`config.mk`:
```
export PLATFORM = sky130hd
export DESIGN_NAME = time_keeper
export DESIGN_NICKNAME = d
export VERILOG_FILES = /design/src/rtl/clock_pkg.sv /design/src/rtl/time_keeper_sync_edge.sv /design/src/rtl/time_keeper.sv
export SDC_FILE = /design/constraint.sdc
export NUM_CORES = 1
export LEC_CHECK = 0
export CORE_MARGIN = 2
export CORE_UTILIZATION = 35
export DETAILED_ROUTE_END_ITERATION = 8
export DONT_BUFFER_PORTS = 1
export HOLD_SLACK_MARGIN = 0.02
export SYNTH_ARGS = -nofsm -noshare
export SYNTH_HDL_FRONTEND = slang
export SYNTH_SLANG_ARGS = --single-unit
export TNS_END_PERCENT = 10
```
`constraint.sdc`:
```
create_clock -name clk -period 2 [get_ports clk]
set_input_delay 0.2 -clock clk [delete_from_list [all_inputs] [get_ports clk]]
set_output_delay 0.2 -clock clk [all_outputs]
set_load 0.01 [all_outputs]
```
`src/rtl/clock_pkg.sv`:
```
// Shared definitions for the time_keeper clock: FSM states, mode codes,
// field limits, the BCD digit type and BCD increment helpers.
package clock_pkg;

    typedef logic [3:0] bcd_t;

    typedef enum logic [1:0] {
        ST_RUN     = 2'b00,
        ST_SET_HR  = 2'b01,
        ST_SET_MIN = 2'b10
    } state_t;

    localparam logic [1:0] MODE_RUN     = 2'b00;
    localparam logic [1:0] MODE_SET_HR  = 2'b01;
    localparam logic [1:0] MODE_SET_MIN = 2'b10;

    localparam int SEC_MAX   = 59;
    localparam int MIN_MAX   = 59;
    localparam int HR_MAX_24 = 23;
    localparam int HR_MIN_12 = 1;
    localparam int HR_MAX_12 = 12;

    function automatic bcd_t tens_of(input int v);
        return bcd_t'(v / 10);
    endfunction

    function automatic bcd_t ones_of(input int v);
        return bcd_t'(v % 10);
    endfunction

    // Returns {wrapped, tens, ones}; wraps to 00 after the given maximum.
    function automatic logic [8:0] bcd_inc(input bcd_t t, input bcd_t o, input int max);
        if (t == tens_of(max) && o == ones_of(max)) begin
            return {1'b1, 4'd0, 4'd0};
        end else if (o == 4'd9) begin
            return {1'b0, t + 4'd1, 4'd0};
        end else begin
            return {1'b0, t, o + 4'd1};
        end
    endfunction

    // Returns {pm_toggle, tens, ones} for the 12, 01 .. 11, 12 hour sequence.
    function automatic logic [8:0] hr12_inc(input bcd_t t, input bcd_t o);
        if (t == tens_of(HR_MAX_12) && o == ones_of(HR_MAX_12)) begin
            return {1'b0, tens_of(HR_MIN_12), ones_of(HR_MIN_12)};
        end else if (t == tens_of(HR_MAX_12 - 1) && o == ones_of(HR_MAX_12 - 1)) begin
            return {1'b1, tens_of(HR_MAX_12), ones_of(HR_MAX_12)};
        end else if (o == 4'd9) begin
            return {1'b0, t + 4'd1, 4'd0};
        end else begin
            return {1'b0, t, o + 4'd1};
        end
    endfunction

endpackage

```
`src/rtl/time_keeper_sync_edge.sv`:
```
// Multi-flop synchronizer followed by a rising-edge detector (one-cycle pulse).
module sync_edge #(
    parameter int SYNC_STAGES = 2
) (
    input  logic i_clk,
    input  logic i_rst,
    input  logic i_async,
    output logic o_pulse
);

    logic [SYNC_STAGES-1:0] r_sync;
    logic                   r_prev;

    // Synchronizer chain and previous-level flop for edge detection
    always_ff @(posedge i_clk or posedge i_rst) begin
        if (i_rst) begin
            r_sync <= '0;
            r_prev <= 1'b0;
        end else begin
            r_sync <= {r_sync[SYNC_STAGES-2:0], i_async};
            r_prev <= r_sync[SYNC_STAGES-1];
        end
    end

    assign o_pulse = r_sync[SYNC_STAGES-1] & ~r_prev;

endmodule

```
`src/rtl/time_keeper.sv`:
```
// BCD time-of-day clock with RUN / SET_HR / SET_MIN modes.
// Define TWELVE_HOUR_EN for the 12-hour format with a PM indicator.
module time_keeper
    import clock_pkg::*;
#(
    parameter int SYNC_STAGES = 2
) (
    input  logic       clk,
    input  logic       rst,
    input  logic       sec_clk,
    input  logic       set_btn,
    input  logic       inc_btn,
    output logic [3:0] hr_tens,
    output logic [3:0] hr_ones,
    output logic [3:0] min_tens,
    output logic [3:0] min_ones,
    output logic [3:0] sec_tens,
    output logic [3:0] sec_ones,
    output logic [1:0] mode,
    output logic       pm
);

`ifdef TWELVE_HOUR_EN
    localparam bcd_t HR_RST_T = tens_of(HR_MAX_12);
    localparam bcd_t HR_RST_O = ones_of(HR_MAX_12);
    localparam logic PM_EN    = 1'b1;
`else
    localparam bcd_t HR_RST_T = 4'd0;
    localparam bcd_t HR_RST_O = 4'd0;
    localparam logic PM_EN    = 1'b0;
`endif

    logic   w_tick, w_set_p, w_inc_p;
    state_t r_state, w_state_nxt;
    bcd_t   r_hr_t, r_hr_o, r_min_t, r_min_o, r_sec_t, r_sec_o;
    bcd_t   w_hr_t_nxt, w_hr_o_nxt, w_min_t_nxt, w_min_o_nxt, w_sec_t_nxt, w_sec_o_nxt;
    logic   r_pm, w_pm_nxt;
    logic [8:0] w_sec_inc, w_min_inc, w_hr_inc;

    sync_edge #(.SYNC_STAGES(SYNC_STAGES)) u_sync_tick (
        .i_clk(clk), .i_rst(rst), .i_async(sec_clk), .o_pulse(w_tick));
    sync_edge #(.SYNC_STAGES(SYNC_STAGES)) u_sync_set (
        .i_clk(clk), .i_rst(rst), .i_async(set_btn), .o_pulse(w_set_p));
    sync_edge #(.SYNC_STAGES(SYNC_STAGES)) u_sync_inc (
        .i_clk(clk), .i_rst(rst), .i_async(inc_btn), .o_pulse(w_inc_p));

    assign w_sec_inc = bcd_inc(r_sec_t, r_sec_o, SEC_MAX);
    assign w_min_inc = bcd_inc(r_min_t, r_min_o, MIN_MAX);
`ifdef TWELVE_HOUR_EN
    assign w_hr_inc  = hr12_inc(r_hr_t, r_hr_o);
`else
    assign w_hr_inc  = bcd_inc(r_hr_t, r_hr_o, HR_MAX_24);
`endif

    // Next-state and next-time logic; set_p always wins over tick and inc_p
    always_comb begin
        w_state_nxt = r_state;
        w_hr_t_nxt  = r_hr_t;
        w_hr_o_nxt  = r_hr_o;
        w_min_t_nxt = r_min_t;
        w_min_o_nxt = r_min_o;
        w_sec_t_nxt = r_sec_t;
        w_sec_o_nxt = r_sec_o;
        w_pm_nxt    = r_pm;
        case (r_state)
            ST_RUN: begin
                if (w_set_p) begin
                    w_state_nxt = ST_SET_HR;
                end else if (w_tick) begin
                    {w_sec_t_nxt, w_sec_o_nxt} = w_sec_inc[7:0];
                    if (w_sec_inc[8]) begin
                        {w_min_t_nxt, w_min_o_nxt} = w_min_inc[7:0];
                        if (w_min_inc[8]) begin
                            {w_hr_t_nxt, w_hr_o_nxt} = w_hr_inc[7:0];
                            w_pm_nxt = r_pm ^ (w_hr_inc[8] & PM_EN);
                        end else begin
                            w_pm_nxt = r_pm;
                        end
                    end else begin
                        w_pm_nxt = r_pm;
                    end
                end else begin
                    w_state_nxt = ST_RUN;
                end
            end
            ST_SET_HR: begin
                if (w_set_p) begin
                    w_state_nxt = ST_SET_MIN;
                end else if (w_inc_p) begin
                    {w_hr_t_nxt, w_hr_o_nxt} = w_hr_inc[7:0];
                    w_pm_nxt = r_pm ^ (w_hr_inc[8] & PM_EN);
                end else begin
                    w_state_nxt = ST_SET_HR;
                end
            end
            ST_SET_MIN: begin
                if (w_set_p) begin
                    w_state_nxt = ST_RUN;
                    w_sec_t_nxt = 4'd0;
                    w_sec_o_nxt = 4'd0;
                end else if (w_inc_p) begin
                    {w_min_t_nxt, w_min_o_nxt} = w_min_inc[7:0];
                end else begin
                    w_state_nxt = ST_SET_MIN;
                end
            end
            default: begin
                w_state_nxt = ST_RUN;
            end
        endcase
    end

    // FSM state register
    always_ff @(posedge clk or posedge rst) begin
        if (rst) begin
            r_state <= ST_RUN;
        end else begin
            r_state <= w_state_nxt;
        end
    end

    // Time digit and PM registers; these drive the outputs directly
    always_ff @(posedge clk or posedge rst) begin
        if (rst) begin
            r_hr_t  <= HR_RST_T;
            r_hr_o  <= HR_RST_O;
            r_min_t <= 4'd0;
            r_min_o <= 4'd0;
            r_sec_t <= 4'd0;
            r_sec_o <= 4'd0;
            r_pm    <= 1'b0;
        end else begin
            r_hr_t  <= w_hr_t_nxt;
            r_hr_o  <= w_hr_o_nxt;
            r_min_t <= w_min_t_nxt;
            r_min_o <= w_min_o_nxt;
            r_sec_t <= w_sec_t_nxt;
            r_sec_o <= w_sec_o_nxt;
            r_pm    <= w_pm_nxt;
        end
    end

    assign hr_tens  = r_hr_t;
    assign hr_ones  = r_hr_o;
    assign min_tens = r_min_t;
    assign min_ones = r_min_o;
    assign sec_tens = r_sec_t;
    assign sec_ones = r_sec_o;
    assign mode     = r_state;
    assign pm       = r_pm;

endmodule

```
==> results of run 1 <==
through the flow:
stage | cells | util | worst slack [ps]
2_1_floorplan | 167 | - | 286
3_3_place_gp | 247 | 0.390 | 223
3_5_place_dp | 247 | 0.390 | 197
4_1_cts | 259 | 0.418 | 178
5_1_grt | 259 | 0.418 | 59.3
6_report | 259 | 0.418 | 158
metal layers:
| metal | wire length [um] | up-vias | global-route usage |
|---|---|---|---|
| li1 | - | 636 | - |
| met1 | 1560 | 603 | 0.140 |
| met2 | 1550 | 25 | 0.201 |
| met3 | 164 | 7 | 0.0427 |
| met4 | 78 | 0 | 0.0600 |
| met5 | 0 | - | 0 |
power groups by stage:
stage          clock network, mW  logic (mW)  registers, mW
2_1_floorplan                  0       0.377           1.03
3_3_place_gp                   0       0.611          0.995
3_5_place_dp                   0       0.619           1.00
4_1_cts                    0.575       0.628          0.988
5_1_grt                    0.604       0.689           1.01
6_report                   0.553       0.617          0.984
area by class of cell:
cell class	instances	share of cell area
Tap cell	70	0.0413
Timing Repair Buffer	21	0.0791
Sequential cell	35	0.413
Clock buffer	8	0.0472
Multi-Input combinational cell	115	0.402
Inverter	10	0.0177
Yosys cell counts, drive strengths merged:
cell type / n / share of area
o21ai: 15 / 0.041
and2: 3 / 0.010
nor4: 1 / 0.0034
a21oi: 2 / 0.0075
o21bai: 1 / 0.0062
clkbuf: 1 / 0.0021
inv: 10 / 0.021
o41ai: 6 / 0.033
nand4bb: 1 / 0.0062
o21a: 1 / 0.0041
nand2: 11 / 0.023
o211ai: 1 / 0.0041
or4: 1 / 0.0041
nor3: 5 / 0.019
o22ai: 1 / 0.0034
nor2b: 2 / 0.011
o31ai: 11 / 0.051
nor3b: 2 / 0.014
xnor2: 1 / 0.0048
nor4b: 1 / 0.013
buf: 6 / 0.032
conb: 1 / 0.0021
nor4bb: 1 / 0.0055
dfrtp: 35 / 0.48
nand2b: 6 / 0.021
nor2: 11 / 0.023
a31oi: 1 / 0.0068
nand3b: 5 / 0.021
mux2: 3 / 0.018
and3: 1 / 0.0034
ha: 12 / 0.082
nand3: 6 / 0.016
xor2: 2 / 0.0096
layout by cell type, fill, tap and decap left out, types with 2 or more instances in the layout:
cell,instances
o31ai_2,2
nor3_2,2
nand3b_1,5
and2_1,2
o21ai_0,6
o21ai_1,9
ha_1,12
nand3_1,6
o41ai_1,5
xor2_1,2
inv_1,10
nand2b_1,6
dlygate4sd3_1,4
dfrtp_1,35
nor2_1,11
clkbuf_8,7
mux2_1,2
nand2_1,11
buf_4,17
nor3b_2,2
o31ai_1,9
nor3_1,3
registers in the layout, summed over array words and instances, names as in the netlist:
signal and count:
hr_ones 4, hr_tens 4, min_ones 4, min_tens 4, sec_ones 4, sec_tens 4, mode 2, u_sync_inc.r_sync 2
u_sync_set.r_sync 2, u_sync_tick.r_sync 2, u_sync_inc.r_prev 1, u_sync_set.r_prev 1, u_sync_tick.r_prev 1
path summary, 6_finish.rpt:
kind	to	cells after the start	slack [ps]
setup / recovery	min_tens[3]	7	160
hold / removal	u_sync_set.r_sync[1]	0	350
setup reg to reg	min_tens[3]	7	160
hold reg to reg	u_sync_set.r_sync[1]	0	350
max in group asynchronous	min_ones[2]	3	1230
min in group asynchronous	sec_ones[2]	3	460
kinds of logic after synthesis:
family | after synthesis | share of synthesized area
mux | 3 | 0.0185
compound gates | 39 | 0.157
xor+xnor | 3 | 0.0144
flops | 35 | 0.479
other cells | 1 | 0.00205
fa+ha+maj | 12 | 0.0822
buf+inv | 17 | 0.0541
simple gates | 57 | 0.192
worst register-to-register path, delay by kind of cell (launching register included):
kind,cells,cell delay [ps]
flip-flops,1,380
AO/OA/AOI/OAI,1,160
adder cells (fa/ha/maj),1,130
AND/OR/NAND/NOR,3,650
multiplexers,1,340
buffers and inverters,1,60
what timing repair did:
item / CTS / global route
buffers inserted: 0 / 0
hold buffers: 4 / 0
endpoints found under the hold margin: 38 / 0
==> results.txt, run 1 <==
number of global-route vias before repair: 1205
Slew Limit Fails: 0
worst-path maximum fanout: 6
starting density of the core: 0.360
final estimated routing congestion in global placement: 0.747
GRT Overall Usage: 0.122
cell count after synthesis: 167
Seq/Total Area, Yosys: 0.479
post-route ant nets: 0
Die X: 76.2 um
# fillers: 499
Worst Setup SP: sec_ones[1]
switch share: 0.342
crit-path leading delay family: simple AND/OR/NAND/NOR gates
clk sink count: 35
CP required: 2160 ps
internal power: 1.42 mW
Avg Cell Area, Syn: 10.9 um2
crit-path cells: inv_1, ha_1, nand3b_1, nor2_1, a21oi_2, nor3_1, mux2_1
area delta synth->final: 16.1%
share of layout cells above drive strength 1: 0.196
Synth cell types: 43
pin count of the biggest net entering global routing: 36
FF-to-FF Start: sec_ones[1]
input/output buffers: 0
Root Driver: clkbuf_8
Reg area: 876 um2
crit path launch type: flip-flop
# setup viols final: 0
sequential power share: 0.457
core area: 0.00507 mm2
status: completed
worst slew pin tran: 606 ps
Worst EP arrival: 2000 ps
max-cap violation count: 0
power share of the combinational group: 0.287
Detail Placement HPWL: 2410 um
DRC: 0
DR vias/cell: 4.91
Final Hold Viols: 0
Psw: 0.738 mW
chip height: 76.2 um
RSZ-0062 raised after global routing: no
Worst-Skew Late Latency: 280 ps
worst vdd ir: 0.423 mV
Slew HR: 0.595
critical path type: reg2reg
Leakage: 0.931 nW
GRT overflow: 0
post-CTS sizing: 0
Fin Hold WS: 349 ps
clock transition at the registers of the reported paths: 70 ps
Seq cells post-synth: 35
sum of negative setup slack: 0 ps
Overall Power: 2.15 mW
pwr dens: 1020 mW/mm2
clock skew: 4.90 ps
crit path capture type: flip-flop
post-DR wirelength/cell: 13.0 um
Design Area, Final: 0.00212 mm2
Site Rows: 26
DRT Pass-1 Iters: 4
Hold Crit Class: reg2reg
Final min period: 1840 ps
vias: 1271
CP max stage delay: 380 ps
final wirelength: 3360 um
Critical path buffers and inverters: 1
syn nets: 184
Iteration-0 DRC Markers: 94
initial antenna violation count: 0
crit share post-route: 0.921
multi-input logic area: 852 um2
die area: 0.00581 mm2
clock power share: 0.257
Worst Hold Launch: u_sync_set.r_sync[0]
TritonCTS buffer count: 5
# diodes: 0
io pins: 32
fmax: 543 MHz
CTS tree: yes
placed inst area: 0.00198 mm2
first-pass GRT wire length: 5620 um
synthesized area: 0.00183 mm2
number of nets in the layout: 205
H-tree level count: 2
Slowest-stage cell, CP: dfrtp_1
YS warnings: 0
Max Root-Sink Buffers: 2
Power figures use the tool's default switching activity.
==> inputs of run 2 (changes only) <==
Settings changed: ABC_CLOCK_PERIOD_IN_PS set to 2000.
==> results of run 2 <==
No change in the layout: final DEF, timing and power equal those of run 1.
==> inputs of run 3 (changes only) <==
Settings changed: SETUP_SLACK_MARGIN set to 0.2.
==> results.txt, run 3 (synthesis results as in run 1) <==
Leakage: 0.932 nW (+0.12%)
Final Hold Viols: 0 (unchanged)
# diodes: 0 (unchanged)
Slew HR: 0.649 (+0.0545)
io pins: 32 (unchanged)
crit share post-route: 0.908 (-0.0133)
Slew Limit Fails: 0 (unchanged)
post-route ant nets: 0 (unchanged)
CP required: 2160 ps (about the same)
Max Root-Sink Buffers: 2 (unchanged)
crit path launch type: flip-flop
Root Driver: clkbuf_8
DR top layer: met4
clk sink count: 35 (unchanged)
CTS tree: yes
fmax: 551 MHz (+1.5%)
critical path type: reg2reg
worst vdd ir: 0.423 mV (about the same)
Reg area: 876 um2 (unchanged)
starting density of the core: 0.360 (unchanged)
Die X: 76.2 um (unchanged)
worst-path maximum fanout: 6 (unchanged)
GRT overflow: 0 (unchanged)
chip height: 76.2 um (unchanged)
die area: 0.00581 mm2 (unchanged)
Setup WS pre-CTS: 197 ps (unchanged)
PnR worst setup slack: 185 ps (+26.5 ps)
GRT Overall Usage: 0.122 (+0.000253)
# fillers: 500 (+0.20%)
max-cap violation count: 0 (unchanged)
DRC: 0 (unchanged)
pin count of the biggest net entering global routing: 36 (unchanged)
commonest non-fill, non-tap cell in the layout: dfrtp_1
status: completed
# setup viols final: 0 (unchanged)
first-pass GRT wire length: 5640 um (+0.37%)
routed length on met1: 1570 um (+0.19%)
core area: 0.00507 mm2 (unchanged)
crit path capture type: flip-flop
Detail Placement HPWL: 2410 um (unchanged)
met3 wire length: 139 um (-15%)
number of nets in the layout: 205 (unchanged)
RSZ-0062 raised after global routing: yes
Worst EP arrival: 1980 ps (-20 ps)
wire length on met2: 1560 um (+0.71%)
share of layout cells above drive strength 1: 0.201 (+0.00529)
Site Rows: 26 (unchanged)
vias: 1275 (+0.31%)
final wirelength: 3350 um (-0.33%)
number of global-route vias before repair: 1212 (+0.58%)
Hold Crit Class: reg2reg
H-tree level count: 2 (unchanged)
Worst-Skew Late Latency: 280 ps (about the same)
most frequent cells in the layout: dfrtp_1, buf_4, ha_1
worst slew pin tran: 526 ps (-80.2 ps)
TritonCTS buffer count: 5 (unchanged)
sum of negative setup slack: 0 ps (unchanged)
DR vias/cell: 4.92 (+0.31%)
initial antenna violation count: 0 (unchanged)
postcts setup bufs: 0 (unchanged)
clock transition at the registers of the reported paths: 70 ps (about the same)
DRT Pass-1 Iters: 4 (unchanged)
final estimated routing congestion in global placement: 0.747 (unchanged)
clock skew: 5.50 ps (+0.601 ps)
pwr dens: 1010 mW/mm2 (-0.34%)
input/output buffers: 0 (unchanged)
area delta synth->final: 16.7%
multi-input logic area: 863 um2 (+1.3%)
Final min period: 1820 ps (-26.5 ps)
post-DR wirelength/cell: 12.9 um (-0.33%)
Iteration-0 DRC Markers: 109 (+16%)
-- run 3: cell types whose count changed in the layout (fill, tap and decap cells not counted) --
cell     change
nor2_2       +1
a31oi_2      -1
a31oi_4      +1
nor2_1       -1
-- run 3: layout make-up --
cell class / count / share of cell area
well taps: 70 / 0.0411
repair buffers: 21 / 0.0786
inverters: 10 / 0.0176
flip-flops and latches: 35 / 0.411
clock buffers: 8 / 0.0469
multi-input cells: 115 / 0.405
-- run 3: worst paths after layout --
| check | start | end | slack [ps] | cells after the start |
|---|---|---|---|---|
| worst max register to register | sec_ones[1] | min_tens[3] | 180 | 7 |
| worst max-delay path | sec_ones[1] | min_tens[3] | 180 | 7 |
| worst min register to register | u_sync_set.r_sync[0] | u_sync_set.r_sync[1] | 350 | 0 |
| max in group asynchronous | rst | min_ones[2] | 1230 | 3 |
| worst min-delay path | u_sync_set.r_sync[0] | u_sync_set.r_sync[1] | 350 | 0 |
| min in group asynchronous | rst | sec_ones[2] | 450 | 3 |
-- run 3: critical path, stage by stage (launching register included) --
cell and delay (ps):
dfrtp_1 380, inv_1 60, ha_1 130, nand3b_1 150
nor2_2 240, a21oi_2 150, nor3_1 240, mux2_1 340
-- run 3: stage by stage --
stage	utilization	total power [mW]	cells	instance area, um2	hold WS (ps)
final	0.420	2.16	259	2130	350
after global routing	0.420	2.30	259	2130	368
after floorplan	-	1.40	167	1830	231
after global placement	0.390	1.61	247	1980	220
after detailed placement	0.390	1.62	247	1980	225
after CTS	0.418	2.19	259	2120	352
-- run 3: report_power, final --
group / switching [mW] / total, mW / internal [mW]
combinational: 0.345 / 0.620 / 0.275
clock: 0.240 / 0.554 / 0.314
sequential: 0.155 / 0.984 / 0.829
-- run 3: repair_timing --
item,in CTS,in global routing
endpoints found under the setup margin,3,13
resized for setup,1,1
endpoints found under the hold margin,38,0
hold buffers,4,0
-- run 3: per-layer routing --
layer | vias up | track usage
li1 | 637 | -
met1 | 608 | 0.140
met2 | 23 | 0.202
met3 | 7 | 0.0427
met4 | 0 | 0.0600
met5 | - | 0
